[config.mk]
export PLATFORM = sky130hd
export DESIGN_NAME = core_seq_ctrl
export DESIGN_NICKNAME = d
export VERILOG_FILES = /design/src/rtl/core_seq_ctrl.sv
export SDC_FILE = /design/constraint.sdc
export NUM_CORES = 1
export LEC_CHECK = 0
export ABC_AREA = 1
export BUFFER_PORTS_ARGS = -buffer_cell sky130_fd_sc_hd__buf_2
export CAP_MARGIN = 20
export CORE_ASPECT_RATIO = 0.9
export CORE_MARGIN = 2
export CORE_UTILIZATION = 42
export CTS_BUF_LIST = sky130_fd_sc_hd__clkbuf_8 sky130_fd_sc_hd__clkbuf_16
export DETAILED_ROUTE_END_ITERATION = 8
export PLACE_DENSITY_LB_ADDON = 0.1
export SYNTH_ARGS = -nofsm -noshare
export SYNTH_HDL_FRONTEND = slang
export SYNTH_SLANG_ARGS = --single-unit
[constraint.sdc]
create_clock -name clk -period 5.1 [get_ports clk]
set_clock_uncertainty 0.2 [all_clocks]
set_input_delay 0.765 -clock clk [delete_from_list [all_inputs] [get_ports clk]]
set_output_delay 0.765 -clock clk [all_outputs]
set_load 0.05 [all_outputs]
[src/rtl/core_seq_ctrl.sv]
// core_seq_ctrl: multi-cycle instruction sequencer for the YPC core.
// Walks each instruction through fetch, decode, execute, optional memory access
// and writeback. Owns the PC, IR, register-file write strobe, halt and bus-timeout error.
module core_seq_ctrl #(
  parameter int unsigned           DATA_WIDTH = 32,
  parameter logic [DATA_WIDTH-1:0] RESET_PC   = DATA_WIDTH'(32'h8000_0000),
  parameter int unsigned           TIMEOUT    = 255
) (
  input  logic                  clk,
  input  logic                  rst,
  output logic                  ifu_req_valid,
  input  logic                  ifu_req_ready,
  input  logic                  ifu_rsp_valid,
  input  logic [DATA_WIDTH-1:0] ifu_rsp_data,
  output logic [DATA_WIDTH-1:0] ir,
  input  logic [6:0]            opcode7,
  output logic [DATA_WIDTH-1:0] pc,
  input  logic [DATA_WIDTH-1:0] pc_next,
  output logic                  lsu_req_valid,
  input  logic                  lsu_req_ready,
  input  logic                  lsu_rsp_valid,
  output logic                  rf_wen,
  output logic                  halt,
  output logic                  err,
  output logic [3:0]            state
);

  localparam int unsigned CNT_W = 8;

  localparam logic [6:0] OP_LOAD   = 7'b0000011;
  localparam logic [6:0] OP_STORE  = 7'b0100011;
  localparam logic [6:0] OP_BRANCH = 7'b1100011;
  localparam logic [6:0] OP_FENCE  = 7'b0001111;

  localparam logic [DATA_WIDTH-1:0] INST_EBREAK = DATA_WIDTH'(32'h0010_0073);

  typedef enum logic [3:0] {
    S_FETCH_REQ  = 4'd0,
    S_FETCH_WAIT = 4'd1,
    S_DECODE     = 4'd2,
    S_EXEC       = 4'd3,
    S_MEM_REQ    = 4'd4,
    S_MEM_WAIT   = 4'd5,
    S_WB         = 4'd6,
    S_HALT       = 4'd7,
    S_ERR        = 4'd8
  } state_t;

  state_t                r_state;
  logic [CNT_W-1:0]      r_cnt;
  logic [DATA_WIDTH-1:0] r_ir;
  logic [DATA_WIDTH-1:0] r_pc;
  logic                  r_ifu_req_valid;
  logic                  r_lsu_req_valid;
  logic                  r_rf_wen;
  logic                  r_halt;
  logic                  r_err;

  state_t                w_state_nxt;
  logic                  w_bus_wait;
  logic                  w_timeout;
  logic                  w_writes_rd;
  logic [6:0]            w_ir_op;

  assign w_ir_op    = r_ir[6:0];
  assign w_bus_wait = (r_state == S_FETCH_REQ) || (r_state == S_FETCH_WAIT) ||
                      (r_state == S_MEM_REQ)   || (r_state == S_MEM_WAIT);
  assign w_timeout  = (r_cnt == CNT_W'(TIMEOUT));
  assign w_writes_rd = (w_ir_op != OP_STORE) && (w_ir_op != OP_BRANCH) &&
                       (w_ir_op != OP_FENCE) && (r_ir[11:7] != 5'd0);

  // Next-state selection; a completed handshake takes priority over timeout
  always_comb begin
    w_state_nxt = r_state;
    case (r_state)
      S_FETCH_REQ: begin
        if (r_ifu_req_valid && ifu_req_ready) w_state_nxt = S_FETCH_WAIT;
        else if (w_timeout)                   w_state_nxt = S_ERR;
      end
      S_FETCH_WAIT: begin
        if (ifu_rsp_valid)  w_state_nxt = S_DECODE;
        else if (w_timeout) w_state_nxt = S_ERR;
      end
      S_DECODE: w_state_nxt = S_EXEC;
      S_EXEC: begin
        if (r_ir == INST_EBREAK)                          w_state_nxt = S_HALT;
        else if ((opcode7 == OP_LOAD) || (opcode7 == OP_STORE)) w_state_nxt = S_MEM_REQ;
        else                                              w_state_nxt = S_WB;
      end
      S_MEM_REQ: begin
        if (r_lsu_req_valid && lsu_req_ready) w_state_nxt = S_MEM_WAIT;
        else if (w_timeout)                   w_state_nxt = S_ERR;
      end
      S_MEM_WAIT: begin
        if (lsu_rsp_valid)  w_state_nxt = S_WB;
        else if (w_timeout) w_state_nxt = S_ERR;
      end
      S_WB:    w_state_nxt = S_FETCH_REQ;
      S_HALT:  w_state_nxt = S_HALT;
      S_ERR:   w_state_nxt = S_ERR;
      default: w_state_nxt = S_ERR;
    endcase
  end

  // State, datapath registers and registered outputs derived from the next state
  always_ff @(posedge clk or negedge rst) begin
    if (!rst) begin
      r_state         <= S_FETCH_REQ;
      r_cnt           <= '0;
      r_ir            <= '0;
      r_pc            <= RESET_PC;
      r_ifu_req_valid <= 1'b0;
      r_lsu_req_valid <= 1'b0;
      r_rf_wen        <= 1'b0;
      r_halt          <= 1'b0;
      r_err           <= 1'b0;
    end else begin
      r_state <= w_state_nxt;

      if (w_state_nxt != r_state) r_cnt <= '0;
      else if (w_bus_wait)        r_cnt <= r_cnt + CNT_W'(1);
      else                        r_cnt <= '0;

      if ((r_state == S_FETCH_WAIT) && ifu_rsp_valid) r_ir <= ifu_rsp_data;
      if (r_state == S_WB)                             r_pc <= pc_next;

      r_ifu_req_valid <= (w_state_nxt == S_FETCH_REQ);
      r_lsu_req_valid <= (w_state_nxt == S_MEM_REQ);
      r_rf_wen        <= (w_state_nxt == S_WB) && w_writes_rd;
      r_halt          <= (w_state_nxt == S_HALT);
      r_err           <= (w_state_nxt == S_ERR);
    end
  end

  assign ifu_req_valid = r_ifu_req_valid;
  assign lsu_req_valid = r_lsu_req_valid;
  assign ir            = r_ir;
  assign pc            = r_pc;
  assign rf_wen        = r_rf_wen;
  assign halt          = r_halt;
  assign err           = r_err;
  assign state         = r_state;

endmodule

## Word-level counts from Yosys, hierarchy flattened

Index checks and enable logic that the tools add are counted.
Widths: inputs -> output; s select.

| word-level totals | value |
|---|---|
| register bits after elaboration | 81 |
| input bits | 77 |
| output and inout port bits | 73 |
| logic and storage cells | 53 |

| cells by class | value |
|---|---|
| $add $sub $neg | 1 |
| equality and inequality tests | 19 |
| multiplexer cells | 10 |
| reduce and logical (&&, ||, !) cells | 14 |

Operators by type and width:

| operator | number |
|---|---|
| $eq 32x21->1 const B | 1 |
| $pmux 4 s8 | 1 |
| $eq 4x3->1 const B | 7 |
| $mux 4 | 5 |
| $mux 8 | 2 |
| $add 8x1->8 const B | 1 |
| $eq 4x2->1 const B | 2 |
| $eq 8x8->1 const B | 1 |
| $logic_not 4->1 | 2 |
| $eq 7x2->1 const B | 1 |
| $eq 7x6->1 const B | 1 |
| $logic_and 1x1->1 | 7 |
| $ne 7x4->1 const B | 1 |
| $ne 7x6->1 const B | 1 |
| $ne 7x7->1 const B | 1 |
| $reduce_bool 5->1 | 1 |
| $eq 4x1->1 const B | 1 |
| $eq 4x4->1 const B | 1 |
| $logic_or 1x1->1 | 4 |
| $mux 2 | 2 |
| $ne 4x4->1 | 1 |

## Longest topological paths before layout

| depth | value |
|---|---|
| depth after elaboration | 7 |
| mapped depth | 12 |
| depth with buffers taken out | 12 |

## Worst setup path before layout

No wires, ideal clock.

| timing | value |
|---|---|
| kind | register to register |
| from | reg r_state[0], in the netlist state[0] |
| to | reg r_cnt[0] |
| library setup time | 0.072 ns |
| arrival | 1.736 ns |
| data required time | 4.828 ns |
| path slack | 3.092 ns |
| cell stages (with the launch flop) | 11 |
| buffers on the path | 0 |
| clock period less this slack | 2.008 ns |
| cell sequence | dfrtp_1 -> inv_1 -> nor2_4 -> nand3b_1 -> nand3_1 -> nand2_1 -> nand3_2 -> nand2_1 -> nand2_2 -> nand3_4 -> nor2_1 |

| between the ends | value |
|---|---|
| elaborated cells on any way between the ends | 20 |
| classes of those cells | 8 x eq/ne; 8 x mux; 4 x reduce/logical |

RTL lines:

| element | line | RTL |
|---|---|---|
| start, declared | 49 | `state_t r_state;` |
| start signal, assigned | 118 | `r_state <= w_state_nxt;` |
| $mux 4 | n/a |  |
| $mux 4 (on tied branches) | n/a |  |
| $pmux 4 s8 * | 75 | `case (r_state)` |
| net w_state_nxt[0] | 59 | `state_t w_state_nxt;` |
| $ne 4x4->1 * | 120 | `if (w_state_nxt != r_state) r_cnt <= '0;` |
| $mux 8 * | 120 |  |
| end signal, assigned | 121 | `else if (w_bus_wait) r_cnt <= r_cnt + CNT_W'(1);` |
| end, declared | 50 | `logic [CNT_W-1:0] r_cnt;` |

Mark *: on every way through the listed nets, which the timed path passes. The rest lies on a longest branch.
A chain may end at the register's enable or synchronous reset.

## Final worst setup path

| timing | value |
|---|---|
| from | reg r_state[3], in the netlist state[3] |
| to | out state[3] |

RTL lines:

| element | line | RTL |
|---|---|---|
| end, declared | 25 | `output logic [3:0] state` |

No word-level cell between the ends.

==> results.md <==
| Quantity | Reported |
|---|---|
| Via count of the first global-routing pass | 2,821 |
| Syn. warnings | 0 |
| Fraction of power spent switching nets | 24.65% |
| Final Cycle Share | 42.57% |
| Via count of the routed design | 2,886 |
| Detailed-route wire length per cell | 12.62 um |
| Mux cell area share after synthesis | 10.14% |
| Worst slack at placement | 2.991 ns |
| Total of fill cells in the finished design | 756 |
| Unrepaired setup endpoints after global routing | no |
| Total Die Area | 9210 um2 |
| Post-Synth XOR/XNOR Area | 0.2466% |
| Result of the run | finished clean |
| Crit Path Max Fanout | 7 |
| Fraction of layout instances using a drive strength above 1 | 42.08% |
| Setup Fix Bufs, Post-CTS | 0 |
| Number of port buffers | 148 |
| Dominant combinational cell family by area after synthesis | simple AND/OR/NAND/NOR gates |
| Global-route congestion overflow total | 0 |
| RD Place Congestion | 0.7818 |
| Mapped Avg Cell Area | 9.867 um2 |
| Number of distinct library cell variants in the gate-level netlist after synthesis | 31 |
| Sequential Area | 2028 um2 |
| Share of synthesized cell area in full adder, half adder and majority cells | 0.3522% |
| Setup ws final | 2.929 ns |
| Worst slew margin relative to its limit | 67.70% |
| Worst Path Arrival | 1.21 ns |
| Clock Path Buffers | 2 |
| Clk pin slew, worst setup/hold paths | 0.09 ns |
| Global-route wire length before repair | 12,900 um |
| Hold bufs inserted after CTS | 0 |
| Cell with the biggest individual delay on the critical path | sky130_fd_sc_hd__dfrtp_1 |
| Max VDD drop | 123.8 uV |
| Number of inserted diodes | 0 |
| Final Routed Wirelength | 7789 um |
| Number of top-level pins | 150 |
| Cell type contributing the most total cell area after synthesis | sky130_fd_sc_hd__dfrtp_1 |
| Initial standard-cell utilization of the core | 43.61% |
| Pin count of the biggest net entering global routing | 82 |
| Switching power of the nets | 0.0003047 W |
| Maximum level of the CTS H-tree | 3 |
| Hold/Removal Path Class | primary input to asynchronous set/reset pin |
| Synth top area share | 56.36% |
| Die width | 100.9 um |
| Synthesized Nets | 438 |
| Critical path class | flop to output port |
| Total Nets Final | 591 |
| Simple-Gate Fraction of Synth Area | 21.38% |
| Leakage power figure | 2.361 nW |
| Footprint of the multi-input gates | 1321 um2 |
| P_int | 0.0009316 W |
| Comb power frac | 9.4% |
| Global routing usage summed across all routing layers | 17.84% |
| Post-synthesis cell area | 3552 um2 |
| Number of sinks on the clock net | 81 |
| CTS Buf Count | 9 |
| Root buffer cell | sky130_fd_sc_hd__clkbuf_8 |
| Final hold slack | 0.1204 ns |
| MaxCap Viol Count | 0 |
| Number of setup violations in the final report | 0 |
| Standard-cell row count | 31 |
| Cell area power density | 268.1 nW/um2 |
| Number of synthesized register bits | 81 |
| Kind of cell with the highest combined delay on the critical path | flip-flops |
| Drt drc | 0 |
| Max-slew violation count | 0 |
| Iteration-0 DRC Markers | 69 |
| Synthesis-to-layout area growth | 29.83% |
| Clock share of power | 37.2% |
| Antenna Violating Nets Remaining | 0 |
| Required time of the worst setup path | 4.14 ns |
| Sequential-to-total area share from yosys stat | 57.10% |
| Final Hold Viols | 0 |
| Worst-Margin Slew | 0.4845 ns |
| Total negative slack | 0 ns |
| Initial antenna violation count | 0 |
| Via density per instance | 4.677 |
| Cell Chain, Critical Path | buf_2 |
| DIE HEIGHT | 91.25 um |
| Compound-Gate Fraction of Synth Area | 5.072% |
| Area of the placeable core | 8145 um2 |
| Capturing element type of the critical path | output port |
| Startpoint Class | flop |
| Cell types occupying the most area after synthesis | sky130_fd_sc_hd__dfrtp_1 56%, sky130_fd_sc_hd__mux2_2 10%, sky130_fd_sc_hd__nand2_1 8.7%, sky130_fd_sc_hd__inv_1 4.2%, sky130_fd_sc_hd__o21ai_0 4.2% |
| Gate count of the mapped netlist | 360 |
| Total design power | 0.001236 W |
| Number of buffer and inverter stages on the critical path | 1 |
| Portion of total power attributed to sequential cells | 53.4% |
| Final Critical Period | 2.171 ns |
| Skew-Pair Late Insertion Delay | 0.35 ns |
| Detailed Place HPWL | 5737 um |
| Max stage delay on crit path | 0.54 ns |
| Number of gates resized after cts | 0 |
| TritonCTS clock tree | done |
| DRT Pass-1 Iters | 4 |
| Highest achievable clock rate | 0.4606 GHz |
## worst paths after layout
path | startpoint | to | cells past startpoint | slack, ns
max reg2reg | r_cnt[0] | r_cnt[3] | 12 | 3.14
max in group asynchronous | rst | pc[31] | 2 | 3.97
max | state[3] | state[3] | 1 | 2.93
min | rst | ir[19] | 1 | 0.12
min in group clk | pc[18] | pc[18] | 1 | 0.30
min reg2reg | pc[18] | pc[18] | 1 | 0.30
## through the flow
stage | std cells | utilization [%] | area [um2]
floorplan | 360 | - | 3552
detailed placement | 600 | 53.89 | 4389
global placement | 600 | 53.89 | 4389
CTS | 616 | 56.28 | 4584
finish | 617 | 56.62 | 4612
global route | 617 | 56.62 | 4612
## final cells by class
cell class              instances  share of cell area, %
clock buffers                  10                  2.984
well taps                      99                  2.686
multi-input cells             228                  28.65
repair buffers                151                  17.04
inverters                      42                  3.418
clock inverters                 6                  1.248
flip-flops and latches         81                  43.98
## per-layer routing
layer / up-vias / wire [um] / part of all wire, % / global-route usage [%]
li1: 1461 / - / - / -
met1: 1334 / 3370 / 43 / 21.92
met2: 83 / 3693 / 47 / 28.56
met3: 8 / 609 / 7.8 / 6.390
met4: 0 / 116 / 1.5 / 7.095
met5: - / 0 / 0 / 0
## layout by cell type, fill, tap and decap left out, drive strengths merged, types with 2 or more instances in the layout
cell,count
nand3,20
nand3b,7
nand4,5
nor2,34
or2,3
a21oi,2
nand2,85
clkinv,5
dfrtp,80
inv,41
mux2,32
clkbuf,10
nor3,5
o21ai,30
buf,151
## logic make-up (layout without fill, tap and decap cells)
| group | count (synthesis) | after routing |
|---|---|---|
| muxes | 32 | 32 |
| and+or+nand+nor | 160 | 160 |
| adders and majority gates | 1 | 1 |
| AOI/OAI and AO/OA | 34 | 34 |
| xor gates and xnor gates | 1 | 1 |
| DFF | 81 | 81 |
| buffers and inverters | 51 | 209 |
## cells in the mapped netlist (all sizes together)
cell and n:
dfrtp 80, nor3 5, dfstp 1, ha 1
a21boi 1, mux2 32, a21oi 2, nand3 20
nand3b 7, o21ai 30, clkbuf 2, buf 7
nor4 1, a22oi 1, or2 3, inv 41
nor2 34, nand4 5, nand2 85, xnor2 1
clkinv 1
## registers in the layout (all words and copies together), names as in the netlist
signal / count
ir: 32
pc: 32
r_cnt: 8
state: 4
err: 1
halt: 1
ifu_req_valid: 1
lsu_req_valid: 1
rf_wen: 1
## power by group through the flow
stage / Sequential (W) / Combinational (W) / Clock, W
after detailed placement: 0.000673 / 0.000115 / 0
after global placement: 0.000672 / 0.000115 / 0
after CTS: 0.000660 / 0.000116 / 0.000482
after floorplan: 0.000720 / 0.0000120 / 0
after global routing: 0.000662 / 0.000125 / 0.000504
final: 0.000660 / 0.000116 / 0.000460
No activity file was read; power rests on OpenSTA's default activity.
